`src/rtl/rw_pkg.sv`:
```
// Shared definitions for the register-writeback stage: load funct3 codes,
// default datapath width and the per-lane control record held in the stage register.
package rw_pkg;

   localparam int XLEN_DEF = 32;

   localparam logic [2:0] LB  = 3'b000;
   localparam logic [2:0] LH  = 3'b001;
   localparam logic [2:0] LW  = 3'b010;
   localparam logic [2:0] LBU = 3'b100;
   localparam logic [2:0] LHU = 3'b101;

   // Data lives beside this record so the record stays independent of XLEN.
   typedef struct packed {
      logic       valid;
      logic       wen;
      logic [4:0] dst;
   } lane_result_t;

endpackage

```
`src/rtl/rw_if.sv`:
```
// Memory-access to writeback bundle: one flattened field per lane for each signal,
// with lane 0 being the oldest instruction in program order.
interface rw_if #(
   parameter int LANES = 2,
   parameter int XLEN  = rw_pkg::XLEN_DEF
);
   logic [LANES-1:0]      validMA;
   logic [LANES-1:0]      is_loadMA;
   logic [3*LANES-1:0]    load_funct3MA;
   logic [2*LANES-1:0]    addr_lsbMA;
   logic [XLEN*LANES-1:0] aluresultMA;
   logic [XLEN*LANES-1:0] load_reg_valueMA;
   logic [5*LANES-1:0]    dstregMA;
   logic [LANES-1:0]      reg_weMA;

   modport master (
      output validMA, is_loadMA, load_funct3MA, addr_lsbMA,
             aluresultMA, load_reg_valueMA, dstregMA, reg_weMA
   );

   modport slave (
      input  validMA, is_loadMA, load_funct3MA, addr_lsbMA,
             aluresultMA, load_reg_valueMA, dstregMA, reg_weMA
   );
endinterface

```
`src/rtl/load_align.sv`:
```
// Combinational load formatter: extracts a byte or halfword from an aligned memory
// word and sign- or zero-extends it; unknown funct3 codes fall back to a full word.
module load_align
   import rw_pkg::*;
#(
   parameter int XLEN = XLEN_DEF
) (
   input  logic [2:0]      funct3,
   input  logic [1:0]      addr_lsb,
   input  logic [XLEN-1:0] word,
   output logic [XLEN-1:0] data
);
   logic [7:0]  byte_sel;
   logic [15:0] half_sel;

   // NOTE: every output of an always_comb is assigned on every path (default
   // branches below), otherwise synthesis infers a latch.
   always_comb begin
      case (addr_lsb)
         2'd0:    byte_sel = word[7:0];
         2'd1:    byte_sel = word[15:8];
         2'd2:    byte_sel = word[23:16];
         default: byte_sel = word[31:24];
      endcase

      // Bit 0 of the offset is deliberately ignored for halves.
      half_sel = addr_lsb[1] ? word[31:16] : word[15:0];

      case (funct3)
         LB:      data = {{(XLEN-8){byte_sel[7]}}, byte_sel};
         LH:      data = {{(XLEN-16){half_sel[15]}}, half_sel};
         LBU:     data = {{(XLEN-8){1'b0}}, byte_sel};
         LHU:     data = {{(XLEN-16){1'b0}}, half_sel};
         default: data = word;
      endcase
   end
endmodule

```
`src/rtl/rw_stage.sv`:
```
// Register-writeback stage: formats per-lane results, resolves same-register write
// conflicts in favour of the youngest lane, registers the bundle and counts retirements.
module rw_stage
   import rw_pkg::*;
#(
   parameter int LANES = 2,
   parameter int XLEN  = XLEN_DEF
) (
   input  logic                  clk,
   input  logic                  rst,
   input  logic                  stall,
   input  logic                  flush,
   rw_if.slave                   ma,
   output logic [XLEN*LANES-1:0] wb_dataRW,
   output logic [5*LANES-1:0]    dstregRW,
   output logic [LANES-1:0]      wb_enRW,
   output logic [63:0]           retire_count
);
   logic [XLEN-1:0] fmt_data [LANES];
   logic [XLEN-1:0] data_q   [LANES];
   lane_result_t    next_res [LANES];
   lane_result_t    res_q    [LANES];
   logic [LANES-1:0] req;
   logic [63:0]      retire_inc;

   for (genvar g = 0; g < LANES; g++) begin : g_lane
      logic [XLEN-1:0] load_val;

      load_align #(.XLEN(XLEN)) u_align (
         .funct3   (ma.load_funct3MA[3*g +: 3]),
         .addr_lsb (ma.addr_lsbMA[2*g +: 2]),
         .word     (ma.load_reg_valueMA[XLEN*g +: XLEN]),
         .data     (load_val)
      );

      assign fmt_data[g] = ma.is_loadMA[g] ? load_val : ma.aluresultMA[XLEN*g +: XLEN];

      assign wb_dataRW[XLEN*g +: XLEN] = data_q[g];
      assign dstregRW[5*g +: 5]        = res_q[g].dst;
      assign wb_enRW[g]                = res_q[g].valid & res_q[g].wen;
   end

   // A lane keeps its write only if no younger lane writes the same register.
   always_comb begin
      retire_inc = '0;
      for (int i = 0; i < LANES; i++) begin
         req[i] = ma.validMA[i] & ma.reg_weMA[i] & (ma.dstregMA[5*i +: 5] != 5'd0);
         retire_inc = retire_inc + 64'(ma.validMA[i]);
      end
      for (int i = 0; i < LANES; i++) begin
         next_res[i].valid = ma.validMA[i];
         next_res[i].dst   = ma.dstregMA[5*i +: 5];
         next_res[i].wen   = req[i];
         for (int j = i + 1; j < LANES; j++) begin
            if (req[j] && (ma.dstregMA[5*j +: 5] == ma.dstregMA[5*i +: 5]))
               next_res[i].wen = 1'b0;
         end
      end
   end

   // NOTE: state is updated with nonblocking assignments so every register samples
   // the pre-edge values, independent of statement order.
   always_ff @(posedge clk or posedge rst) begin
      if (rst) begin
         for (int i = 0; i < LANES; i++) begin
            res_q[i]  <= '0;
            data_q[i] <= '0;
         end
         retire_count <= '0;
      end else if (flush) begin
         for (int i = 0; i < LANES; i++) begin
            res_q[i]  <= '0;
            data_q[i] <= '0;
         end
      end else if (!stall) begin
         for (int i = 0; i < LANES; i++) begin
            res_q[i]  <= next_res[i];
            data_q[i] <= fmt_data[i];
         end
         retire_count <= retire_count + retire_inc;
      end else begin
         // Held bundle: contents stay, but the regfile must not be written twice.
         for (int i = 0; i < LANES; i++)
            res_q[i].wen <= 1'b0;
      end
   end
endmodule

```
`src/flat_wrapper.sv`:
```
// flat-port wrapper written by rule: the top's interface ports become plain ports
module rw_stage_flat import rw_pkg::*;
#(
   parameter int LANES = 2,
   parameter int XLEN  = XLEN_DEF
)
  (clk, rst, stall, flush, wb_dataRW, dstregRW, wb_enRW, retire_count, ma_validMA, ma_is_loadMA, ma_load_funct3MA, ma_addr_lsbMA, ma_aluresultMA, ma_load_reg_valueMA, ma_dstregMA, ma_reg_weMA);
  rw_if #(.LANES(LANES), .XLEN(XLEN)) ma_i ();
  input  logic clk;
  input  logic rst;
  input  logic stall;
  input  logic flush;
  output logic [XLEN*LANES-1:0] wb_dataRW;
  output logic [5*LANES-1:0] dstregRW;
  output logic [LANES-1:0] wb_enRW;
  output logic [63:0] retire_count;
  input wire logic [$bits(ma_i.validMA)-1:0] ma_validMA;
  input wire logic [$bits(ma_i.is_loadMA)-1:0] ma_is_loadMA;
  input wire logic [$bits(ma_i.load_funct3MA)-1:0] ma_load_funct3MA;
  input wire logic [$bits(ma_i.addr_lsbMA)-1:0] ma_addr_lsbMA;
  input wire logic [$bits(ma_i.aluresultMA)-1:0] ma_aluresultMA;
  input wire logic [$bits(ma_i.load_reg_valueMA)-1:0] ma_load_reg_valueMA;
  input wire logic [$bits(ma_i.dstregMA)-1:0] ma_dstregMA;
  input wire logic [$bits(ma_i.reg_weMA)-1:0] ma_reg_weMA;
  assign ma_i.validMA = ma_validMA;
  assign ma_i.is_loadMA = ma_is_loadMA;
  assign ma_i.load_funct3MA = ma_load_funct3MA;
  assign ma_i.addr_lsbMA = ma_addr_lsbMA;
  assign ma_i.aluresultMA = ma_aluresultMA;
  assign ma_i.load_reg_valueMA = ma_load_reg_valueMA;
  assign ma_i.dstregMA = ma_dstregMA;
  assign ma_i.reg_weMA = ma_reg_weMA;
  rw_stage #(.LANES(LANES), .XLEN(XLEN)) u_core (.clk(clk), .rst(rst), .stall(stall), .flush(flush), .ma(ma_i), .wb_dataRW(wb_dataRW), .dstregRW(dstregRW), .wb_enRW(wb_enRW), .retire_count(retire_count));
endmodule
```
`config.mk`:
```
export PLATFORM = sky130hd
export DESIGN_NAME = rw_stage_flat
export DESIGN_NICKNAME = d
export VERILOG_FILES = /design/src/rtl/rw_pkg.sv /design/src/rtl/rw_if.sv /design/src/rtl/load_align.sv /design/src/rtl/rw_stage.sv /design/src/flat_wrapper.sv
export SDC_FILE = /design/constraint.sdc
export NUM_CORES = 1
export LEC_CHECK = 0
export CAP_MARGIN = 30
export CORE_MARGIN = 2
export CORE_UTILIZATION = 30
export CTS_CLUSTER_DIAMETER = 150
export DETAILED_ROUTE_END_ITERATION = 16
export SLEW_MARGIN = 20
export SYNTH_ARGS = -nofsm -noshare
export SYNTH_HDL_FRONTEND = slang
export SYNTH_SLANG_ARGS = --single-unit
```
`constraint.sdc`:
```
create_clock -name clk -period 9.8 [get_ports clk]
set_input_delay 1.96 -clock clk [delete_from_list [all_inputs] [get_ports clk]]
set_output_delay 1.96 -clock clk [all_outputs]
set_load 0.02 [all_outputs]
```
Yosys cells after proc, flatten, opt, wreduce, memory -nomap -nowiden:

Index checks and enable logic that the tools add are counted.

* register bits after elaboration: 142
* output and inout port bits: 140
* input bits: 158
* word-level logic and storage cells: 56

* reduce and logical (&&, ||, !) cells: 8
* equal/unequal tests: 12
* $add $sub $neg: 2
* bitwise operators: 8
* muxes and demuxes: 17

Operator list (count)
* 32-bit case mux with 4 select lines: 2
* 64-bit two-way mux: 2
* 64-bit adder: 1
* 32-bit two-way mux: 2
* 8-bit case mux with 3 select lines: 2
* 16-bit two-way mux: 2
* 14-bit two-way mux: 1
* 3-bit equality test, second input constant: 4
* 5-bit nonzero test: 2
* 1-bit bitwise AND: 6
* 3-bit by 1-bit equality test with 1-bit output, second input constant: 2
* 3-bit zero test: 2
* 6-bit two-way mux: 1
* 5-bit equality test: 1
* 5-bit two-way mux: 1
* 2-bit by 1-bit equality test with 1-bit output, second input constant: 2
* 2-bit equality test, second input constant: 2
* 2-bit zero test: 2
* 1-bit two-way mux: 4
* 1-bit by 1-bit adder with 2-bit output: 1
* 2-bit by 1-bit inequality test with 1-bit output, second input constant: 1
* 1-bit inverter: 2
* 2-bit AND reduction: 1
* 1-bit logical AND: 1

Depth between registers and ports, before layout:

Gate-level depths: netlist (run 1).

* depth in word-level cells: 6
* depth in mapped cells: 9
* mapped depth without buffers: 9

Modules after synthesis:

Synthesis (run 1) repeated with hierarchy kept, for this count alone.

* cell total of the unflattened synthesis: 969
* area total of the unflattened synthesis: 8356.8 sq um

By module, submodules not included
* rw_stage: instances 1, area each 6910.4 sq um, sequential area each 3553.4 sq um, cells an instance 707
* load_align: instances 2, area each 723.2 sq um, sequential area each 0.0 sq um, cells an instance 131

Worst setup path after synthesis (run 1):

No wires, ideal clock.

* kind: input-to-reg
* from: in ma_validMA[0]
* to: reg u_core.retire_count[58]
* buffers on the path: 0
* cell stages on the path: 9
* data required time: 9.670 ns
* data arrival time: 4.114 ns
* setup time: 0.130 ns
* path slack: 5.556 ns
* cells stage by stage: ha_1 -> ha_1 -> inv_1 -> fa_1 -> nor4b_4 -> nand3_2 -> nor4_4 -> nand4_1 -> xnor2_1

* cells in the longest elaborated chain, start to end: 2

RTL lines
* start: declaration: RTL line flat_wrapper.sv:17 `input wire logic [$bits(ma_i.validMA)-1:0] ma_validMA;`
* 1-bit by 1-bit adder with 2-bit output: RTL line rw_stage.sv:48 `retire_inc = retire_inc + 64'(ma.validMA[i]);`
* 64-bit adder: RTL line rw_stage.sv:80 `retire_count <= retire_count + retire_inc;`
* end signal: assignment: RTL line rw_stage.sv:80
* end: declaration: RTL line rw_stage.sv:17 `output logic [63:0] retire_count`

Every way passes these cells.
A chain may end at the register's enable or synchronous reset.

Final worst setup path (run 1):

* from: in ma_validMA[0]
* to: reg u_core.retire_count[60]

The elaborated chain is that of the path after synthesis.

==> results of run 1 <==
==> critical path: stages <==
cell and delay, ns:
clkdlybuf4s50_1 0.45, ha_1 0.30, ha_1 0.16, inv_1 0.05, fa_1 0.42, nor4b_4 0.33, nand3_2 0.21, nor4_4 0.70
nand4_1 0.21, xnor2_1 0.17
==> kinds of logic after synthesis <==
| logic type | Yosys count | synth area share (%) |
|---|---|---|
| XOR/XNOR | 67 | 7.96 |
| buffers and inverters | 74 | 4.33 |
| AND/OR/NAND/NOR | 258 | 18.8 |
| flip-flops | 142 | 48.2 |
| AO/OA/AOI/OAI | 149 | 15.5 |
| adder cells (fa/ha/maj) | 4 | 0.781 |
| multiplexers | 30 | 4.45 |
==> final cells by class <==
cell class / instances / area [µm²] / area share (%)
antenna: 1 / 2.50 / 0.0223
sequential: 142 / 3550 / 31.7
clock inverter: 14 / 163 / 1.45
inverter: 21 / 83.8 / 0.747
tap: 324 / 405 / 3.61
timing repair buffer: 307 / 3060 / 27.3
multi-input combinational: 508 / 3510 / 31.3
clock buffer: 18 / 439 / 3.91
==> per-stage QoR <==
| stage | std cells | power [W] |
|---|---|---|
| after floorplan | 724 | 0.000794 |
| after global placement | 1299 | 0.000963 |
| after detailed placement | 1300 | 0.000966 |
| after CTS | 1332 | 0.00164 |
| after global routing | 1335 | 0.00170 |
| final | 1335 | 0.00162 |
==> registers in the layout, indices dropped and copies added, names as in the netlist <==
signal               flops
u_core.wb_dataRW        64
u_core.res_q             4
u_core.retire_count     64
u_core.dstregRW         10
==> synth_stat cells, types with 2 or more instances <==
| cell type | number |
|---|---|
| a222oi_1 | 32 |
| a21oi_1 | 30 |
| nor3_2 | 2 |
| nor4_4 | 2 |
| and3_1 | 14 |
| and2_1 | 10 |
| and3b_1 | 4 |
| xor2_1 | 13 |
| or4_1 | 2 |
| nor2b_1 | 9 |
| inv_1 | 21 |
| nand2b_1 | 14 |
| and4_1 | 8 |
| mux2_2 | 2 |
| clkbuf_1 | 39 |
| mux4_2 | 2 |
| nor3b_1 | 12 |
| nand4_1 | 16 |
| ha_1 | 3 |
| o211ai_1 | 3 |
| a21o_1 | 15 |
| dfrtp_1 | 142 |
| xnor2_1 | 54 |
| nand4_2 | 2 |
| mux2i_1 | 26 |
| o221ai_1 | 28 |
| nor3_1 | 4 |
| o2111ai_1 | 3 |
| nor2_1 | 34 |
| a221oi_1 | 12 |
| nand3_1 | 26 |
| buf_2 | 3 |
| o221a_2 | 2 |
| o21ai_0 | 11 |
| nand2_1 | 93 |
| buf_4 | 10 |
| a31oi_1 | 13 |
==> metal layers <==
layer | vias to the layer above | routed length (µm)
met5 | - | 0
met4 | 0 | 735
met3 | 35 | 1460
met2 | 218 | 12800
met1 | 3397 | 11500
li1 | 3206 | -
==> power by group <==
part	switching [W]	total (W)	internal (W)
registers	0.0000252	0.000642	0.000617
clock network	0.000297	0.000670	0.000373
logic	0.000155	0.000313	0.000158
total	0.000477	0.00162	0.00115
==> final timing paths <==
| check | start | end | depth (start not counted) |
|---|---|---|---|
| setup / recovery | ma_validMA[0] | u_core.retire_count[60]$_DFFE_PP0P_ | 10 |
| hold / removal | u_core.wb_dataRW[47]$_DFFE_PP0P_ | u_core.wb_dataRW[47]$_DFFE_PP0P_ | 2 |
| setup reg to reg | u_core.retire_count[0]$_DFFE_PP0P_ | u_core.retire_count[60]$_DFFE_PP0P_ | 8 |
| hold reg to reg | u_core.wb_dataRW[47]$_DFFE_PP0P_ | u_core.wb_dataRW[47]$_DFFE_PP0P_ | 2 |
| max in group asynchronous | rst | u_core.retire_count[39]$_DFFE_PP0P_ | 4 |
| min in group asynchronous | rst | u_core.retire_count[25]$_DFFE_PP0P_ | 2 |
==> impl_metrics.py, run 1 <==
metrics = {
    "sta": {
        "setup_slack_ns": 5.13,
        "fin_setup_tns_ns": 0,
        "setup_violations": 0,
        "worstMarginPinSlew_ns": 0.955,
        "fin_crit_sh_pct": 47.7,
        "hold_violations": 0,
        "post-route-min-period_ns": 4.67,
        "rsz0062_at_grt": "no",
        "max_freq_mhz": 214,
        "finClkSkew_ns": 0.0115,
        "slew_headroom_pct": 36.2,
        "report.final.slew_viol_count": 0,
        "holdWs_ns": 0.468,
    },
    "final_layout": {
        "drive_gt1_share_pct": 6.24,
        "area_growth_pct": 52.2,
        "layout_common_cells": "clkdlybuf4s50_1, dfrtp_1, nand2_1",
        "fin_area_um2": 11200,
        "nFillCells": 2350,
        "nets": 1159,
        "final_common_cell": "clkdlybuf4s50_1",
        "finalCoreUtilization_pct": 46.3,
    },
    "drt": {
        "viasPerCell": 5.14,
        "drt_pass1_iterations": 7,
        "wl_mm": 26.5,
        "drt-wirelength-per-cell_um": 19.8,
        "drc": 0,
        "ant_nets": 0,
        "first_iter_violations": 566,
        "dr_total_vias": 6856,
    },
    "floorplan": {
        "die_h_um": 161,
        "die_area_um2": 25900,
        "die_w_um": 161,
        "initial_core_util_pct": 30.4,
        "fp.coreArea_um2": 24200,
        "io_pins": 298,
        "num_rows": 57,
    },
    "global_routing": {
        "grt_pass1_wl_mm": 40.7,
        "grt-busiest-layer": "met2",
        "grt_pass1_vias": 6871,
        "antenna_found_initial": 1,
        "gr-usage-met1_pct": 26.8,
        "groute.layer.met2.usage_pct": 33.0,
        "grt_use_total_pct": 20.3,
        "grt_max_degree": 76,
        "gr-usage-met3_pct": 4.18,
        "overflow": 0,
    },
    "yosys": {
        "postSynthCellCount": 724,
        "synthArstFlopShare_pct": 100,
        "synth.avg_cell_area_um2": 10.2,
        "synth_top_cell_area_share_pct": 48.2,
        "synth_area_leaders": "dfrtp_1, xnor2_1, nand2_1, a222oi_1, mux2i_1",
        "synth_nets": 886,
        "synth_cell_type_count": 45,
        "ys_seq_elements": 142,
        "synth_edf_count": 0,
        "synth_ff_type": "dfrtp_1",
        "synth_area_leader_cell": "dfrtp_1",
        "synth-seq-area-share_pct": 48.2,
        "yosys_warnings": 0,
        "synth_area_um2": 7370,
    },
    "flow_run": {
        "drv_cap": 0,
    },
    "critical_path": {
        "cp_max_fo": 10,
        "crit_arrival_ns": 4.97,
        "start_kind": "primary input",
        "end_kind": "flop",
        "crit_type": "primary input to flop",
        "worst_ep_required_time_ns": 10.10,
        "worst-r2r-setup-slack_ns": 7.01,
    },
    "placed_design": {
        "port_buffers": 297,
        "dp_hpwl_mm": 19.6,
        "pre_cts_ws_ns": 4.68,
        "place_area_um2": 10600,
        "gp_routability_congestion": 0.829,
    },
    "clock_tree": {
        "htree_levels": 4,
        "clockRootBuffer": "clkbuf_16",
        "cts_sinks": 142,
        "clk_latency_ns": 0.42,
        "postCtsSetupBuffers": 0,
        "clk_path_buf_depth": 2,
        "ctsResizeCount": 0,
        "clk_pin_slew_ns": 0.06,
        "cts_buffers": 17,
        "hold_buffers": 0,
        "cts_tree": "done",
    },
    "run_status": {
        "outcome": "finished clean",
    },
    "power_and_ir_drop": {
        "powerDensity_nw_per_um2": 145,
        "p_leak_nw": 4.92,
        "peakVddDrop_uv": 96.2,
    },
    "min_path": {
        "min_path_type": "flop to flop",
    },
}
(Power assumes the default switching activity.)
==> run 2, diff against run 1 <==
clock period = 4 ns   (was 9.8 ns; I/O delays follow)
==> run 2 against run 1 <==
Critical path depth increased by 1. Count of clock-buffer cells in the layout decreased by 1. Register-to-register slack got worse by 5.5 ns. Non-clock buffer count increased by 6. Critical path type unchanged.
==> impl_metrics.py, run 2 (synthesis gave the netlist of run 1 again) <==
metrics = {
    "clock_tree": {
        "clk_latency_ns": 0.42,
        "postCtsSetupBuffers": 0,
        "clk_path_buf_depth": 2,
        "clockRootBuffer": "clkbuf_16",
        "hold_buffers": 0,
        "clk_pin_slew_ns": 0.07,
        "cts_tree": "done",
        "ctsResizeCount": 0,
        "htree_levels": 4,
        "cts_sinks": 142,
        "cts_buffers": 17,
    },
    "drt": {
        "drt_pass1_iterations": 7,
        "drc": 0,
        "first_iter_violations": 544,
        "drt-wirelength-per-cell_um": 19.8,
        "dr_total_vias": 6874,
        "wl_mm": 26.5,
        "ant_nets": 0,
        "viasPerCell": 5.13,
    },
    "critical_path": {
        "worst_ep_required_time_ns": 4.31,
        "crit_arrival_ns": 3.55,
        "start_kind": "primary input",
        "end_kind": "flop",
        "cp_max_fo": 10,
        "crit_type": "primary input to flop",
    },
    "global_routing": {
        "overflow": 0,
        "grt-busiest-layer": "met2",
        "groute.layer.met2.usage_pct": 33.6,
        "grt_use_total_pct": 20.3,
        "grt_pass1_vias": 6907,
        "gr-usage-met3_pct": 4.31,
        "grt_max_degree": 54,
        "gr-usage-met1_pct": 26.5,
        "grt_pass1_wl_mm": 40.2,
        "antenna_found_initial": 0,
    },
    "min_path": {
        "min_path_type": "flop to flop",
    },
    "sta": {
        "rsz0062_at_grt": "no",
        "holdWs_ns": 0.470,
        "hold_violations": 0,
        "worstMarginPinSlew_ns": 0.886,
        "setup_violations": 0,
        "slew_headroom_pct": 40.7,
        "setup_slack_ns": 0.752,
        "post-route-min-period_ns": 3.25,
        "report.final.slew_viol_count": 0,
        "fin_crit_sh_pct": 81.2,
        "finClkSkew_ns": 0.0132,
        "fin_setup_tns_ns": 0,
        "max_freq_mhz": 308,
    },
    "placed_design": {
        "pre_cts_ws_ns": 0.317,
        "gp_routability_congestion": 0.835,
        "port_buffers": 297,
        "place_area_um2": 10700,
        "dp_hpwl_mm": 20.0,
    },
    "final_layout": {
        "area_growth_pct": 52.4,
        "drive_gt1_share_pct": 6.89,
        "multi_input_area_um2": 3510,
        "insertedDiodeCount": 0,
        "nets": 1165,
        "regArea_um2": 3550,
        "fin_area_um2": 11200,
        "finalCoreUtilization_pct": 46.3,
        "layout_common_cells": "clkdlybuf4s50_1, dfrtp_1, nand2_1",
        "nFillCells": 2337,
        "final_common_cell": "clkdlybuf4s50_1",
    },
    "floorplan": {
        "die_h_um": 161,
        "die_area_um2": 25900,
        "num_rows": 57,
        "die_w_um": 161,
        "io_pins": 298,
        "fp.coreArea_um2": 24200,
        "initial_core_util_pct": 30.4,
    },
    "power_and_ir_drop": {
        "peakVddDrop_uv": 184,
        "p_leak_nw": 4.93,
        "powerDensity_nw_per_um2": 346,
    },
    "flow_run": {
        "drv_cap": 0,
    },
    "run_status": {
        "outcome": "finished clean",
    },
}
==> run 2: cell count changes in the layout (fill, tap and decap cells not counted), sizes merged <==
cell / before / now
buf: 11 / 17
bufinv: 1 / 0
clkbuf: 18 / 17
clkinv: 1 / 2
clkinvlp: 1 / 4
diode: 1 / 0
inv: 32 / 30
==> run 2: where the power goes <==
group / switching [W] / internal (W)
combinational: 0.000381 / 0.000390
sequential: 0.0000618 / 0.00151
clock: 0.000715 / 0.000828
total: 0.00116 / 0.00273
==> run 2: path summary, 6_finish.rpt <==
check | start | end | slack (ns) | depth (start not counted)
max | ma_validMA[1] | u_core.retire_count[58]$_DFFE_PP0P_ | 0.75 | 11
min | u_core.wb_dataRW[47]$_DFFE_PP0P_ | u_core.wb_dataRW[47]$_DFFE_PP0P_ | 0.47 | 2
max reg2reg | u_core.retire_count[0]$_DFFE_PP0P_ | u_core.retire_count[58]$_DFFE_PP0P_ | 1.48 | 9
min reg2reg | u_core.wb_dataRW[47]$_DFFE_PP0P_ | u_core.wb_dataRW[47]$_DFFE_PP0P_ | 0.47 | 2
max in group asynchronous | rst | u_core.wb_dataRW[47]$_DFFE_PP0P_ | 2.53 | 3
min in group asynchronous | rst | u_core.retire_count[22]$_DFFE_PP0P_ | 0.78 | 2
==> run 2: area by class of cell <==
| type | count | share of cell area (%) |
|---|---|---|
| clock inverters | 15 | 1.28 |
| well taps | 324 | 3.61 |
| flip-flops and latches | 142 | 31.6 |
| repair buffers | 313 | 27.7 |
| clock buffers | 17 | 3.79 |
| multi-input cells | 508 | 31.3 |
| inverters | 21 | 0.735 |
==> run 2: metrics by stage <==
stage / total power (W) / instances
final: 0.00389 / 1340
after global routing: 0.00407 / 1340
after CTS: 0.00394 / 1340
after detailed placement: 0.00237 / 1308
after global placement: 0.00237 / 1308
after floorplan: 0.00195 / 724
==> run 2: critical path, stage by stage <==
cell,delay (ns)
clkdlybuf4s50_1,0.45
ha_1,0.29
ha_1,0.15
inv_1,0.05
fa_1,0.42
nor4b_4,0.34
nand3_2,0.23
nor4_4,0.31
buf_4,0.23
nand4_1,0.12
xnor2_1,0.15
==> run 2: routing by layer <==
| layer | wire length (µm) | up-vias |
|---|---|---|
| met5 | 0 | - |
| met4 | 563 | 0 |
| met3 | 1450 | 32 |
| met2 | 12900 | 261 |
| met1 | 11600 | 3366 |
| li1 | - | 3215 |
==> run 3, diff against run 2 <==
clock period = 3 ns   (was 4 ns; I/O delays follow)
==> run 3 against run 2 <==
Global-route usage is 0.093 points higher. First-iteration DRC count increased by 0.74%. Via count grew 1.9%. Utilization grew 1.3 points. Non-clock buffer count rose by 26. Cell area rose by 2.8%. Sequential share of layout area is 0.85 points lower.
==> impl_metrics.py, run 3 (synthesis gave the netlist of run 1 again) <==
metrics = {
    "clock_tree": {
        "cts_sinks": 142,
        "htree_levels": 4,
        "clk_pin_slew_ns": 0.06,
        "clk_path_buf_depth": 2,
        "ctsResizeCount": 0,
        "cts_tree": "done",
        "cts_buffers": 17,
        "clockRootBuffer": "clkbuf_16",
        "hold_buffers": 0,
        "clk_latency_ns": 0.43,
        "postCtsSetupBuffers": 0,
    },
    "critical_path": {
        "rr_endpoint": "u_core.retire_count[40]$_DFFE_PP0P_",
        "cp_max_fo": 7,
        "start_kind": "primary input",
        "end_kind": "flop",
        "path_cells": "clkdlybuf4s50_1, ha_1, ha_1, inv_1, fa_1, nor4b_4, nand3_2, buf_4, nor3_2, buf_4, nand4_1, xnor2_1",
        "reg2regPathDepth": 10,
        "worst_ep_required_time_ns": 3.30,
        "crit_path_start": "ma_validMA[0]",
        "critical-path-slowest-cell": "clkdlybuf4s50_1",
        "slowest_delay_ns": 0.43,
        "r2r-start": "u_core.retire_count[0]$_DFFE_PP0P_",
        "crit_arrival_ns": 3.17,
        "crit_end": "u_core.retire_count[40]$_DFFE_PP0P_",
        "worst-r2r-setup-slack_ns": 0.62,
        "crit_type": "primary input to flop",
    },
    "sta": {
        "setup_violations": 0,
        "fin_setup_tns_ns": 0,
        "finClkSkew_ns": 0.0148,
        "fin_crit_sh_pct": 95.5,
        "rsz0062_at_grt": "no",
        "slew_headroom_pct": 47.6,
        "worstMarginPinSlew_ns": 0.784,
        "post-route-min-period_ns": 2.87,
        "hold_violations": 0,
        "report.final.slew_viol_count": 0,
        "max_freq_mhz": 349,
    },
    "floorplan": {
        "die_area_um2": 25900,
        "fp.coreArea_um2": 24200,
        "die_w_um": 161,
        "io_pins": 298,
        "num_rows": 57,
        "initial_core_util_pct": 30.4,
        "die_h_um": 161,
    },
    "global_routing": {
        "grt_use_total_pct": 20.4,
        "gr-usage-met1_pct": 27.1,
        "grt-busiest-layer": "met2",
        "antenna_found_initial": 2,
        "overflow": 0,
        "grt_pass1_wl_mm": 40.7,
        "gr-usage-met3_pct": 4.21,
        "grt_max_degree": 37,
        "groute.layer.met2.usage_pct": 33.9,
        "grt_pass1_vias": 6943,
    },
    "final_layout": {
        "nFillCells": 2296,
        "nets": 1191,
        "layout_common_cells": "clkdlybuf4s50_1, dfrtp_1, nand2_1",
        "finalCoreUtilization_pct": 47.6,
        "area_growth_pct": 56.6,
        "fin_cells": 1368,
        "final_common_cell": "clkdlybuf4s50_1",
        "drive_gt1_share_pct": 9.12,
    },
    "power_and_ir_drop": {
        "peakVddDrop_uv": 284,
        "p_leak_nw": 5.10,
        "p_total_w": 0.00533,
        "powerDensity_nw_per_um2": 461,
    },
    "placed_design": {
        "port_buffers": 297,
        "place_inst": 1334,
        "dp_hpwl_mm": 20.6,
        "gp_routability_congestion": 0.874,
    },
    "drt": {
        "drc": 0,
        "ant_nets": 0,
        "drt_pass1_iterations": 6,
        "wl_mm": 26.8,
        "first_iter_violations": 548,
        "drt-wirelength-per-cell_um": 19.6,
        "dr_total_vias": 7004,
        "viasPerCell": 5.12,
    },
    "min_path": {
        "min_path_type": "flop to flop",
        "hp-start": "u_core.wb_dataRW[15]$_DFFE_PP0P_",
    },
    "flow_run": {
        "drv_cap": 0,
    },
    "run_status": {
        "outcome": "finished clean",
    },
}
==> run 3: changes by cell type in the layout (fill, tap and decap cells not counted), sizes merged <==
cell      before  now
inv           30   26
diode          0    2
clkinv         2    8
buf           17   43
clkinvlp       4    2
==> run 3: per-layer routing <==
metal | share of wire, % | vias up
met3 | 5.9 | 26
met2 | 49 | 249
met5 | 0 | -
li1 | - | 3271
met4 | 1.8 | 0
met1 | 43 | 3458
==> run 3: layout make-up <==
class | instances | area (µm²) | share of cell area, %
repair buffers | 339 | 3370 | 29.2
diodes | 2 | 5.00 | 0.0433
clock inverters | 15 | 195 | 1.69
flip-flops and latches | 142 | 3550 | 30.8
well taps | 324 | 405 | 3.51
multi-input cells | 508 | 3510 | 30.4
inverters | 21 | 82.6 | 0.715
clock buffers | 17 | 425 | 3.68
==> run 3: power breakdown <==
part	leakage [nW]	internal [W]	switching (W)
registers	1.93	0.00201	0.0000828
clock network	0.297	0.00114	0.00104
logic	2.87	0.000542	0.000514
total	5.10	0.00369	0.00163
==> run 3: per-stage QoR <==
stage / setup slack (ns) / instance area [µm²] / hold WS [ns]
floorplan: 0.116 / 7380 / 0.481
global placement: -0.341 / 10900 / 0.452
detailed placement: -0.386 / 10900 / 0.455
CTS: 0.0617 / 11500 / 0.469
global route: 0.0316 / 11500 / 0.505
finish: 0.134 / 11500 / 0.469
==> run 3: worst min path at each step <==
stage	to	slack, ns	depth (start not counted)
floorplan	u_core.res_q[13]$_DFFE_PP0P_	0.48	2
global placement	u_core.wb_dataRW[15]$_DFFE_PP0P_	0.45	2
detailed placement	u_core.wb_dataRW[15]$_DFFE_PP0P_	0.46	2
CTS	u_core.wb_dataRW[15]$_DFFE_PP0P_	0.47	2
global route	u_core.retire_count[23]$_DFFE_PP0P_	0.50	1
finish	u_core.wb_dataRW[15]$_DFFE_PP0P_	0.47	2
==> run 3: worst max-delay path: cells and delay by family <==
family                   cells  cell delay, ns
buffers and inverters        4            0.83
AND/OR/NAND/NOR              4            0.72
XOR/XNOR                     1            0.15
adder cells (fa/ha/maj)      3            0.88
